### src/rtl/dcache_write_pkg.sv
// Shared types and defaults for the data-array write queue.
//   wr_req_t  : full write request (way_en, addr, wmask, data, src) at default widths
//   wr_ctrl_t : width-independent control fields carried alongside the data
package dcache_write_pkg;

  localparam int unsigned DefDepth    = 4;
  localparam int unsigned DefAddrW    = 12;
  localparam int unsigned DefDataW    = 64;
  localparam int unsigned DefMaxStall = 15;

  typedef struct packed {
    logic                way_en;
    logic [DefAddrW-1:0] addr;
    logic                wmask;
    logic [DefDataW-1:0] data;
    logic                src;
  } wr_req_t;

  // Control fields stored with each entry; address and data are kept separately
  // so their widths can follow the top-level parameters.
  typedef struct packed {
    logic way_en;
    logic wmask;
    logic src;
  } wr_ctrl_t;

endpackage

### src/rtl/write_fifo_core.sv
// Pointer FIFO with per-entry valid bits.
//   clk_i/rst_ni           : clock, async active-low reset (pointers, count, valids)
//   push_i/push_addr_i/... : enqueue request; ignored when full
//   pop_i                  : dequeue head; ignored when empty
//   head_addr_o/payload_o  : head entry (don't-care when empty)
//   count_o/full_o/empty_o : occupancy
//   entry_valid_o/addr_o   : whole entry array, for address-hazard compares
module write_fifo_core #(
  parameter int unsigned Depth    = 4,
  parameter int unsigned AddrW    = 12,
  parameter int unsigned PayloadW = 67,
  localparam int unsigned PtrW    = $clog2(Depth),
  localparam int unsigned CntW    = PtrW + 1
) (
  input  logic                         clk_i,
  input  logic                         rst_ni,
  input  logic                         push_i,
  input  logic [AddrW-1:0]             push_addr_i,
  input  logic [PayloadW-1:0]          push_payload_i,
  input  logic                         pop_i,
  output logic [AddrW-1:0]             head_addr_o,
  output logic [PayloadW-1:0]          head_payload_o,
  output logic [CntW-1:0]              count_o,
  output logic                         full_o,
  output logic                         empty_o,
  output logic [Depth-1:0]             entry_valid_o,
  output logic [Depth-1:0][AddrW-1:0]  entry_addr_o
);

  localparam logic [CntW-1:0] FullCnt = CntW'(Depth);

  logic [PtrW-1:0]                wptr_q, wptr_d;
  logic [PtrW-1:0]                rptr_q, rptr_d;
  logic [CntW-1:0]                count_q, count_d;
  logic [Depth-1:0]               valid_q, valid_d;
  logic [Depth-1:0][AddrW-1:0]    addr_mem_q;
  logic [Depth-1:0][PayloadW-1:0] payload_mem_q;
  logic                           push_eff, pop_eff;

  assign full_o   = (count_q == FullCnt);
  assign empty_o  = (count_q == '0);
  assign push_eff = push_i & ~full_o;
  assign pop_eff  = pop_i & ~empty_o;

  always_comb begin
    wptr_d  = wptr_q;
    rptr_d  = rptr_q;
    count_d = count_q;
    valid_d = valid_q;
    // Pop is applied first; push and pop never target the same slot because a
    // push needs a free slot and a pop needs an occupied one.
    if (pop_eff) begin
      valid_d[rptr_q] = 1'b0;
      rptr_d          = rptr_q + 1'b1;
    end
    if (push_eff) begin
      valid_d[wptr_q] = 1'b1;
      wptr_d          = wptr_q + 1'b1;
    end
    case ({push_eff, pop_eff})
      2'b10:   count_d = count_q + 1'b1;
      2'b01:   count_d = count_q - 1'b1;
      default: count_d = count_q;
    endcase
  end

  always_ff @(posedge clk_i or negedge rst_ni) begin
    if (!rst_ni) begin
      wptr_q  <= '0;
      rptr_q  <= '0;
      count_q <= '0;
      valid_q <= '0;
    end else begin
      wptr_q  <= wptr_d;
      rptr_q  <= rptr_d;
      count_q <= count_d;
      valid_q <= valid_d;
    end
  end

  // Entry storage is deliberately not reset; valid bits qualify it.
  always_ff @(posedge clk_i) begin
    if (push_eff) begin
      addr_mem_q[wptr_q]    <= push_addr_i;
      payload_mem_q[wptr_q] <= push_payload_i;
    end
  end

  assign head_addr_o    = addr_mem_q[rptr_q];
  assign head_payload_o = payload_mem_q[rptr_q];
  assign count_o        = count_q;
  assign entry_valid_o  = valid_q;
  assign entry_addr_o   = addr_mem_q;

endmodule

### src/rtl/data_write_queue.sv
// Data-array write queue: buffers arbitrated write requests and drains them to
// the SRAM write port whenever the read path is not using the array.
//   clock/reset        : sole clock, async active-low reset
//   io_enq_*           : request from the write arbiter (valid/ready handshake)
//   io_sram_block      : read path owns the array this cycle
//   io_sram_*          : SRAM write port driven from the FIFO head
//   io_sram_forced     : write issued despite io_sram_block (starvation guard)
//   io_ack_0/1         : one-cycle completion pulse per source, cycle after commit
//   io_rd_addr/rd_hit  : read-after-write hazard probe against pending entries
//   io_count           : registered occupancy
module data_write_queue
  import dcache_write_pkg::*;
#(
  parameter int unsigned DEPTH     = DefDepth,
  parameter int unsigned ADDR_W    = DefAddrW,
  parameter int unsigned DATA_W    = DefDataW,
  parameter int unsigned MAX_STALL = DefMaxStall,
  localparam int unsigned CntW     = $clog2(DEPTH) + 1
) (
  input  logic              clock,
  input  logic              reset,
  output logic              io_enq_ready,
  input  logic              io_enq_valid,
  input  logic              io_enq_bits_way_en,
  input  logic [ADDR_W-1:0] io_enq_bits_addr,
  input  logic              io_enq_bits_wmask,
  input  logic [DATA_W-1:0] io_enq_bits_data,
  input  logic              io_enq_src,
  input  logic              io_sram_block,
  output logic              io_sram_wen,
  output logic              io_sram_way_en,
  output logic [ADDR_W-1:0] io_sram_addr,
  output logic              io_sram_wmask,
  output logic [DATA_W-1:0] io_sram_data,
  output logic              io_sram_forced,
  output logic              io_ack_0,
  output logic              io_ack_1,
  input  logic [ADDR_W-1:0] io_rd_addr,
  output logic              io_rd_hit,
  output logic [CntW-1:0]   io_count
);

  localparam int unsigned     PayloadW = $bits(wr_ctrl_t) + DATA_W;
  localparam int unsigned     StallW   = $clog2(MAX_STALL + 1);
  localparam logic [StallW-1:0] StallMax = StallW'(MAX_STALL);

  wr_ctrl_t                     push_ctrl, head_ctrl;
  logic [PayloadW-1:0]          head_payload;
  logic                         fifo_full, fifo_empty, push;
  logic [DEPTH-1:0]             entry_valid;
  logic [DEPTH-1:0][ADDR_W-1:0] entry_addr;
  logic [StallW-1:0]            stall_q, stall_d;
  logic                         ack0_q, ack0_d, ack1_q, ack1_d;

  assign push_ctrl = '{way_en: io_enq_bits_way_en, wmask: io_enq_bits_wmask, src: io_enq_src};

  // Ready depends only on registered occupancy, so a full queue never accepts
  // even when the head is being written in the same cycle.
  assign io_enq_ready = ~fifo_full;
  assign push         = io_enq_valid & io_enq_ready;

  write_fifo_core #(
    .Depth   (DEPTH),
    .AddrW   (ADDR_W),
    .PayloadW(PayloadW)
  ) u_fifo (
    .clk_i         (clock),
    .rst_ni        (reset),
    .push_i        (push),
    .push_addr_i   (io_enq_bits_addr),
    .push_payload_i({push_ctrl, io_enq_bits_data}),
    .pop_i         (io_sram_wen),
    .head_addr_o   (io_sram_addr),
    .head_payload_o(head_payload),
    .count_o       (io_count),
    .full_o        (fifo_full),
    .empty_o       (fifo_empty),
    .entry_valid_o (entry_valid),
    .entry_addr_o  (entry_addr)
  );

  assign {head_ctrl, io_sram_data} = head_payload;
  assign io_sram_way_en = head_ctrl.way_en;
  assign io_sram_wmask  = head_ctrl.wmask;

  // A saturated stall counter overrides the read path's claim on the array.
  assign io_sram_wen    = ~fifo_empty & (~io_sram_block | (stall_q == StallMax));
  assign io_sram_forced = io_sram_wen & io_sram_block;

  always_comb begin
    stall_d = stall_q;
    if (fifo_empty || io_sram_wen) begin
      stall_d = '0;
    end else if (io_sram_block && (stall_q != StallMax)) begin
      stall_d = stall_q + 1'b1;
    end
  end

  assign ack0_d = io_sram_wen & ~head_ctrl.src;
  assign ack1_d = io_sram_wen & head_ctrl.src;

  always_ff @(posedge clock or negedge reset) begin
    if (!reset) begin
      stall_q <= '0;
      ack0_q  <= 1'b0;
      ack1_q  <= 1'b0;
    end else begin
      stall_q <= stall_d;
      ack0_q  <= ack0_d;
      ack1_q  <= ack1_d;
    end
  end

  assign io_ack_0 = ack0_q;
  assign io_ack_1 = ack1_q;

  // The head is still valid during its write cycle, so it keeps reporting a hit.
  always_comb begin
    io_rd_hit = 1'b0;
    for (int unsigned i = 0; i < DEPTH; i++) begin
      io_rd_hit = io_rd_hit | (entry_valid[i] & (entry_addr[i] == io_rd_addr));
    end
  end

endmodule

### config.mk
export PLATFORM = sky130hd
export DESIGN_NAME = data_write_queue
export DESIGN_NICKNAME = d
export VERILOG_FILES = /design/src/rtl/dcache_write_pkg.sv /design/src/rtl/write_fifo_core.sv /design/src/rtl/data_write_queue.sv
export SDC_FILE = /design/constraint.sdc
export NUM_CORES = 1
export LEC_CHECK = 0
export CORE_MARGIN = 10
export CORE_UTILIZATION = 60
export CTS_BUF_LIST = sky130_fd_sc_hd__clkbuf_4 sky130_fd_sc_hd__clkbuf_8
export CTS_CLUSTER_DIAMETER = 30
export CTS_CLUSTER_SIZE = 28
export DETAILED_ROUTE_END_ITERATION = 12
export PLACE_DENSITY = 0.93
export SLEW_MARGIN = 5
export SYNTH_ARGS = -nofsm -noshare
export SYNTH_HDL_FRONTEND = slang
export SYNTH_SLANG_ARGS = --single-unit
### constraint.sdc
create_clock -name clock -period 9 [get_ports clock]
set_input_delay 1.35 -clock clock [delete_from_list [all_inputs] [get_ports clock]]
set_output_delay 1.35 -clock clock [all_outputs]
set_load 0.03 [all_outputs]
# Word level (Yosys, flattened, before mapping)

Index checks and enable logic that the tools add are counted.

Logic and storage cells: 81
Input bits: 95
Output and inout port bits: 87
Register bits after elaboration: 333

Eq/ne operators: 9
Add/subtract/negate cells: 5
Order comparisons: 4
Reductions and logical operators: 7
Bitwise operators: 22
Multiplexer cells: 19

Operators by type and width:

| kind                                                                   | number |
|---|---|
| 268-bit bitwise mux                                                    | 1 |
| 67-bit binary-select mux with 2-bit select                             | 1 |
| 67-bit demux with 2-bit select                                         | 1 |
| 67-bit 2-to-1 mux                                                      | 2 |
| 48-bit bitwise mux                                                     | 1 |
| 12-bit equality test                                                   | 4 |
| 12-bit binary-select mux with 2-bit select                             | 1 |
| 12-bit demux with 2-bit select                                         | 1 |
| 12-bit 2-to-1 mux                                                      | 2 |
| 4-bit 2-to-1 mux                                                       | 4 |
| 1-bit AND                                                              | 11 |
| 2-bit by 3-bit < comparator with 1-bit output (second input constant)  | 2 |
| 3-bit one-hot mux with 2 select lines                                  | 1 |
| 2-bit by 1-bit adder with 2-bit output (second input constant)         | 2 |
| 4-bit by 1-bit adder with 4-bit output (second input constant)         | 1 |
| 4-bit AND                                                              | 1 |
| 1-bit demux with 2-bit select                                          | 2 |
| 4-bit equality test (second input constant)                            | 1 |
| 2-bit by 1-bit >= comparator with 1-bit output (second input constant) | 2 |
| 4-bit != test (second input constant)                                  | 1 |
| 1-bit NOT                                                              | 4 |
| 4-bit NOT                                                              | 1 |
| 1-bit bitwise OR                                                       | 4 |
| 4-bit bitwise OR                                                       | 1 |
| 10 further kinds                                                       | 14 |

# Depth between registers and ports, before layout

Gate-level depths: netlist of the first run.

Depth in word-level cells: 9
Gate-level depth with buffers: 10
Mapped depth without buffers: 10

# Cells and area by module

A second synthesis of the first run with hierarchy kept.

Cells, all modules: 574
Area total of the unflattened synthesis: 13,002.5 µm²

Modules (own cells, without submodules):

| module           | instances | sequential area each (µm²) | cells an instance | area an instance (µm²) |
|---|---|---|---|---|
| write_fifo_core  | 1         | 9,764.4                    | 470               | 12,116.6 |
| data_write_queue | 1         | 150.1                      | 104               | 885.8 |

# Least setup slack after synthesis of the first run

No wires, ideal clock.

Path kind: input -> output
Start point: input io_rd_addr[5]
End point: output io_rd_hit
Path buffers: 1
Cell stages on the path: 5
Slack: 5.242 ns
Required time: 7.650 ns
Arrival time: 2.408 ns
Path through: buf_4 -> xnor2_1 -> nand4_1 -> nor4_1 -> or4_1

Cells in the longest elaborated chain, start to end: 5
Elaborated cells between the ends (all ways): 11
Classes of those cells: eq/ne: 4; bitwise: 7

Ends and longest elaborated chain:

| item                          | RTL line                | text |
|---|---|---|
| start: declaration            | data_write_queue.sv:38  | `input logic [ADDR_W-1:0] io_rd_addr,` |
| 12-bit equality test          | data_write_queue.sv:121 | `io_rd_hit = io_rd_hit \| (entry_valid[i] & (entry_addr[i] == io_rd_addr));` |
| 1-bit AND                     | data_write_queue.sv:121 |  |
| 1-bit bitwise OR (2 in a row) | data_write_queue.sv:121 |  |
| 1-bit bitwise OR (*)          | data_write_queue.sv:121 |  |
| end: declaration              | data_write_queue.sv:39  | `output logic io_rd_hit,` |

Mark *: on every way between the ends. The rest lies on a longest branch, timed or not.

# Final worst setup path of the first run

Start point: register u_fifo.rptr_q[0]
End point: output io_sram_data[54]

Cells in the longest elaborated chain, start to end: 2

Ends and longest elaborated chain:

| item                                       | RTL line               | text |
|---|---|---|
| start: declaration                         | write_fifo_core.sv:33  | `logic [PtrW-1:0] rptr_q, rptr_d;` |
| start signal: assignment                   | write_fifo_core.sv:75  | `rptr_q <= rptr_d;` |
| 67-bit binary-select mux with 2-bit select | write_fifo_core.sv:90  | `assign head_payload_o = payload_mem_q[rptr_q];` |
| 67-bit 2-to-1 mux (implied by the code)    | write_fifo_core.sv:90  |  |
| end: declaration                           | data_write_queue.sv:34 | `output logic [DATA_W-1:0] io_sram_data,` |

Every way passes these cells. The select of a mux whose other input is x is not followed.

==> impl_metrics.ini, run 1 <==
[placed_design]
port_buffers = 181
dp_hpwl_mm = 17.3
gp_congestion = 0.928
dp.cells = 1001

[timing]
min_period_over_period = 0.550
setup_viol = 0
tightestPinTransition_ns = 1.18
fin_crit_ns = 4.95
tns_ns = 0
hold_violations = 0
slew_headroom = 0.214
fmax_ghz = 0.202
slew_viol_final = 0
rsz0062_at_grt = no
finClkSkew_ns = 0.0372

[synthesis]
ys_seq_elements = 333
synth_edf_count = 316
synth_area_sq_um = 12900
synthDistinctLibCells = 30
postSynthAreaPerCell_sq_um = 22.6
yosysSeqAreaShare = 0.771
ys_dominant_reg_cell = edfxtp_1
synth_top_cell_area_share = 0.737
synth_area_leader_cell = edfxtp_1
synthArstFlopShare = 0.0511
synth.most_common_cell = edfxtp_1
synthCells = 570
syn_nets = 676
synth-warning-count = 0
ys_top_cells_by_count = edfxtp_1 (316), mux4_2 (79), xnor2_1 (52), dfrtp_1 (17), buf_4 (11)
yosys-top-cells-area = edfxtp_1 (74%), mux4_2 (14%), xnor2_1 (3.5%)

[power]
power_density_nw_per_um2 = 355
clkPwrFrac = 0.256
vdd_drop_max_mv = 0.330
sw_frac_of_total = 0.340
power.switching_mw = 1.95
leakage_nw = 5.30
power_frac_seq = 0.385
p_int_mw = 3.78
pwr-share-comb = 0.358

[critical_path]
max_stage_delay_ns = 0.86
cpMaxStageDelayCell = buf_4
cp-start-kind = flip-flop
cp.required_ns = 7.65
cp_data_arrival_time_ns = 3.60
crit_chain = buf_4 > mux4_2 > clkdlybuf4s50_1
critPathKind = reg -> out
endpoint_kind = output pin
crit_fanout = 49

[clocking]
cts_buffers = 52
clockRootBuffer = clkbuf_8
clk_pin_slew_worst_paths_ns = 0.07
cts_resized = 0
clk_latency_ns = 0.58
cts_setup_buffers = 0
postCtsHoldBufs = 0
clock_path_buffers = 3
htreeDepth = 2
numClockSinks = 333
cts_tree = done

[layout]
finalNetCount = 886
fill_cells = 1097
antenna_cells = 0
drive_above_1_share = 0.228
fin_cells = 1098
syn_to_final_growth_pct = 25.3

[route]
drt_wl_total_mm = 27.2
drcViolationCount = 0
initialDrtViolationCount = 481
wire_per_inst_um = 24.8
ant_nets = 0
firstDrtPassIters = 4
vias = 6475
vias_per_cell = 5.90

[worst_hold_path]
hp-class = reg -> reg

[die]
die_w_um = 166
core_area_sq_um = 21100
die_y_um = 166
dieArea_sq_um = 27700
rows = 53
io_pins = 182
start_util = 0.610

[global_route]
grt_pass1_vias = 6992
grt_pass1_wl_mm = 42.0
grt_max_degree = 83
antenna_found_initial = 3
grt_overflow = 0
grt_usage = 0.195

[run_status]
status = complete, no violations

[flow_run]
drv_cap = 0
[cell families (layout without fill, tap and decap cells)]
logic type | count (synthesis) | count (layout) | share of synthesized area
AND/OR/NAND/NOR | 44 | 44 | 0.0181
adder cells (fa/ha/maj) | 11 | 11 | 0.0113
AO/OA/AOI/OAI | 6 | 6 | 0.00311
multiplexers | 81 | 81 | 0.140
XOR/XNOR | 55 | 55 | 0.0374
buffers and inverters | 40 | 293 | 0.0196
flip-flops | 333 | 333 | 0.771
[final cells by class]
cell class / instances / area (sq um) / area share
repair buffers: 187 / 1860 / 0.115
clock buffers: 56 / 746 / 0.0462
multi-input cells: 197 / 2720 / 0.169
well taps: 275 / 344 / 0.0213
inverters: 9 / 33.8 / 0.00209
clock inverters: 41 / 504 / 0.0313
flip-flops and latches: 333 / 9920 / 0.615
[power groups by stage]
stage               registers [mW]  clock network (mW)  logic, mW
CTS                           2.21                1.50       2.08
global route                  2.24                1.57       2.16
finish                        2.21                1.47       2.05
detailed placement            2.24                   0       2.07
global placement              2.21                   0       2.03
floorplan                     2.19                   0       1.34
[worst max-delay path, delay by kind of cell (launching register included)]
family / cells / cell delay, ns
buf+inv: 2 / 1.50
flops: 1 / 0.85
mux: 1 / 0.60
[state kept, by name, summed over array words and instances, names as in the netlist, 2 cells and up]
name and cells:
u_fifo.payload_mem_q 268, u_fifo.entry_addr_o 48, u_fifo.wptr_q 2, stall_q 4
u_fifo.count_o 3, u_fifo.rptr_q 2, u_fifo.entry_valid_o 4
[worst paths after layout]
kind,cells after the start,slack (ns),to,startpoint
setup reg to reg,9,6.35,u_fifo.count_o[2],stall_q[0]
min in group asynchronous,1,1.25,u_fifo.entry_valid_o[2],reset
hold / removal,1,0.47,stall_q[0],stall_q[0]
setup / recovery,3,4.05,io_sram_data[54],u_fifo.rptr_q[0]
max in group asynchronous,1,7.19,u_fifo.rptr_q[0],reset
hold reg to reg,1,0.47,stall_q[0],stall_q[0]
[routing by layer]
layer / vias to the layer above / share of wire / global-route usage
met3: 54 / 0.097 / 0.0713
met1: 3350 / 0.38 / 0.242
met5: - / 0.0017 / 0
met2: 305 / 0.50 / 0.317
li1: 2760 / - / -
met4: 6 / 0.018 / 0.0550
[per-stage QoR]
stage               power (mW)  area [sq um]  utilization  setup slack (ns)  hold slack [ns]
detailed placement        4.31         14900        0.705              4.27            0.462
CTS                       5.80         16100        0.765              3.89            0.472
finish                    5.73         16100        0.765              4.05            0.469
floorplan                 3.53         12900            -              5.24            0.433
global route              5.97         16100        0.765              3.70            0.506
global placement          4.24         14900        0.705              4.33            0.443
[cell usage in the layout (no fill, tap or decap), types with 5 or more instances in the layout]
master           count
edfxtp_1           316
clkdlybuf4s50_1    181
mux4_2              79
xnor2_1             52
clkbuf_8            52
dfrtp_1             15
ha_1                10
inv_1                9
nand2_1              9
inv_6                9
clkinvlp_4           9
nand4_1              8
bufinv_16            8
nand3_1              7
buf_4                6
nor2_1               5
clkinv_4             5
clkinv_2             5
(Power assumes the default switching activity.)
==> run 2, diff against run 1 <==
CORE_UTILIZATION = 51   (was 60)
PLACE_DENSITY = 0.84   (was 0.93)
clock period = 4.47 ns   (was 9 ns; I/O delays follow)
==> impl_metrics.ini, run 2 (same netlist as run 1, synthesis figures left out) <==
[die]
rows = 58
io_pins = 182
start_util = 0.514
core_area_sq_um = 25000
die_w_um = 179
die_y_um = 179
dieArea_sq_um = 32000

[layout]
layout_common_cells = edfxtp_1 (316), clkdlybuf4s50_1 (181), mux4_2 (79)
fin_cells = 1166
fill_cells = 1652
syn_to_final_growth_pct = 27.4
finalNetCount = 894
largest_reg_flops = 268
top_register = u_fifo.payload_mem_q
drive_above_1_share = 0.234
layout_commonest_cell = edfxtp_1

[timing]
rsz0062_at_grt = no
finClkSkew_ns = 0.0342
min_period_over_period = 0.784
setup_viol = 0
slew_headroom = 0.444
tns_ns = 0
tightestPinTransition_ns = 0.831
fmax_ghz = 0.285
fin_crit_ns = 3.50
whs_ns = 0.484
slew_viol_final = 0
hold_violations = 0

[route]
firstDrtPassIters = 4
drt_wl_total_mm = 26.3
wire_per_inst_um = 22.5
ant_nets = 0
vias = 6269
initialDrtViolationCount = 434
drcViolationCount = 0
vias_per_cell = 5.38

[clocking]
htreeDepth = 2
clk_latency_ns = 0.59
numClockSinks = 333
postCtsHoldBufs = 0
cts_resized = 0
cts_buffers = 56
clock_path_buffers = 3
cts_setup_buffers = 0
clockRootBuffer = clkbuf_8
clk_pin_slew_worst_paths_ns = 0.06
cts_tree = done

[critical_path]
cp-start-kind = flip-flop
cpMaxStageDelayCell = clkdlybuf4s50_1
cp_num_buf_inv = 2
crit_fanout = 18
reg2reg_slack_ns = 1.98
cp_data_arrival_time_ns = 2.83
cp.required_ns = 3.80
crit_chain = buf_4 > mux4_2 > clkdlybuf4s50_1
crit_end = io_sram_data[8]
critPathKind = reg -> out
critPathTopFamily = buffers and inverters
cp.depth = 3
r2r_end = u_fifo.count_o[2]
reg2reg_from = stall_q[0]
max_stage_delay_ns = 0.65
crit_path_start = u_fifo.rptr_q[0]
ff2ff_path_depth = 10
endpoint_kind = output pin

[global_route]
grt_pass1_vias = 6975
grt_pass1_wl_mm = 40.4
grt_usage = 0.165
grt_max_degree = 46
antenna_found_initial = 0
grt_overflow = 0

[run_status]
status = complete, no violations

[power]
leakage_nw = 5.40
vdd_drop_max_mv = 0.497
power_density_nw_per_um2 = 716

[placed_design]
dp_hpwl_mm = 16.9
port_buffers = 181
dp.cells = 1060
gp_congestion = 0.874

[flow_run]
drv_cap = 0

[worst_hold_path]
hp-class = reg -> reg
## run 2: how the worst min path moves through the flow
stage	to	from	slack [ns]	depth (start not counted)
after floorplan	io_ack_0	reset	0.37	0
after global placement	stall_q[0]	stall_q[0]	0.45	1
after detailed placement	stall_q[0]	stall_q[0]	0.48	1
after CTS	stall_q[0]	stall_q[0]	0.49	1
after global routing	stall_q[0]	stall_q[0]	0.51	1
final	stall_q[0]	stall_q[0]	0.48	1
## run 2: area by class of cell
class / instances / area (sq um) / share of cell area
Sequential cell: 333 / 9920 / 0.605
Multi-Input combinational cell: 197 / 2720 / 0.166
Timing Repair Buffer: 191 / 1960 / 0.120
Clock buffer: 63 / 842 / 0.0514
Clock inverter: 42 / 499 / 0.0305
Tap cell: 330 / 413 / 0.0252
Inverter: 9 / 33.8 / 0.00206
Antenna cell: 1 / 2.50 / 0.000153
## run 2: per-layer routing
layer,vias up,GRT usage,wire length [um]
li1,2783,-,-
met1,3207,0.210,10500
met2,238,0.276,13300
met3,41,0.0457,2130
met4,0,0.0434,373
met5,-,0,0
## run 2: power breakdown
group	internal [mW]	leakage [nW]	switching (mW)
Combinational	1.86	1.63	2.39
Sequential	4.14	3.10	0.242
Clock	1.83	0.669	1.27
Total	7.84	5.40	3.90
## run 2: per-stage QoR
stage               instance area (sq um)  worst slack, ns   util  power [mW]
detailed placement                  15100             1.09  0.601        8.76
global placement                    15100             1.12  0.601        8.67
CTS                                 16400            0.847  0.655        11.9
floorplan                           12900             1.04      -        7.10
global route                        16400            0.783  0.655        12.2
finish                              16400            0.965  0.655        11.7
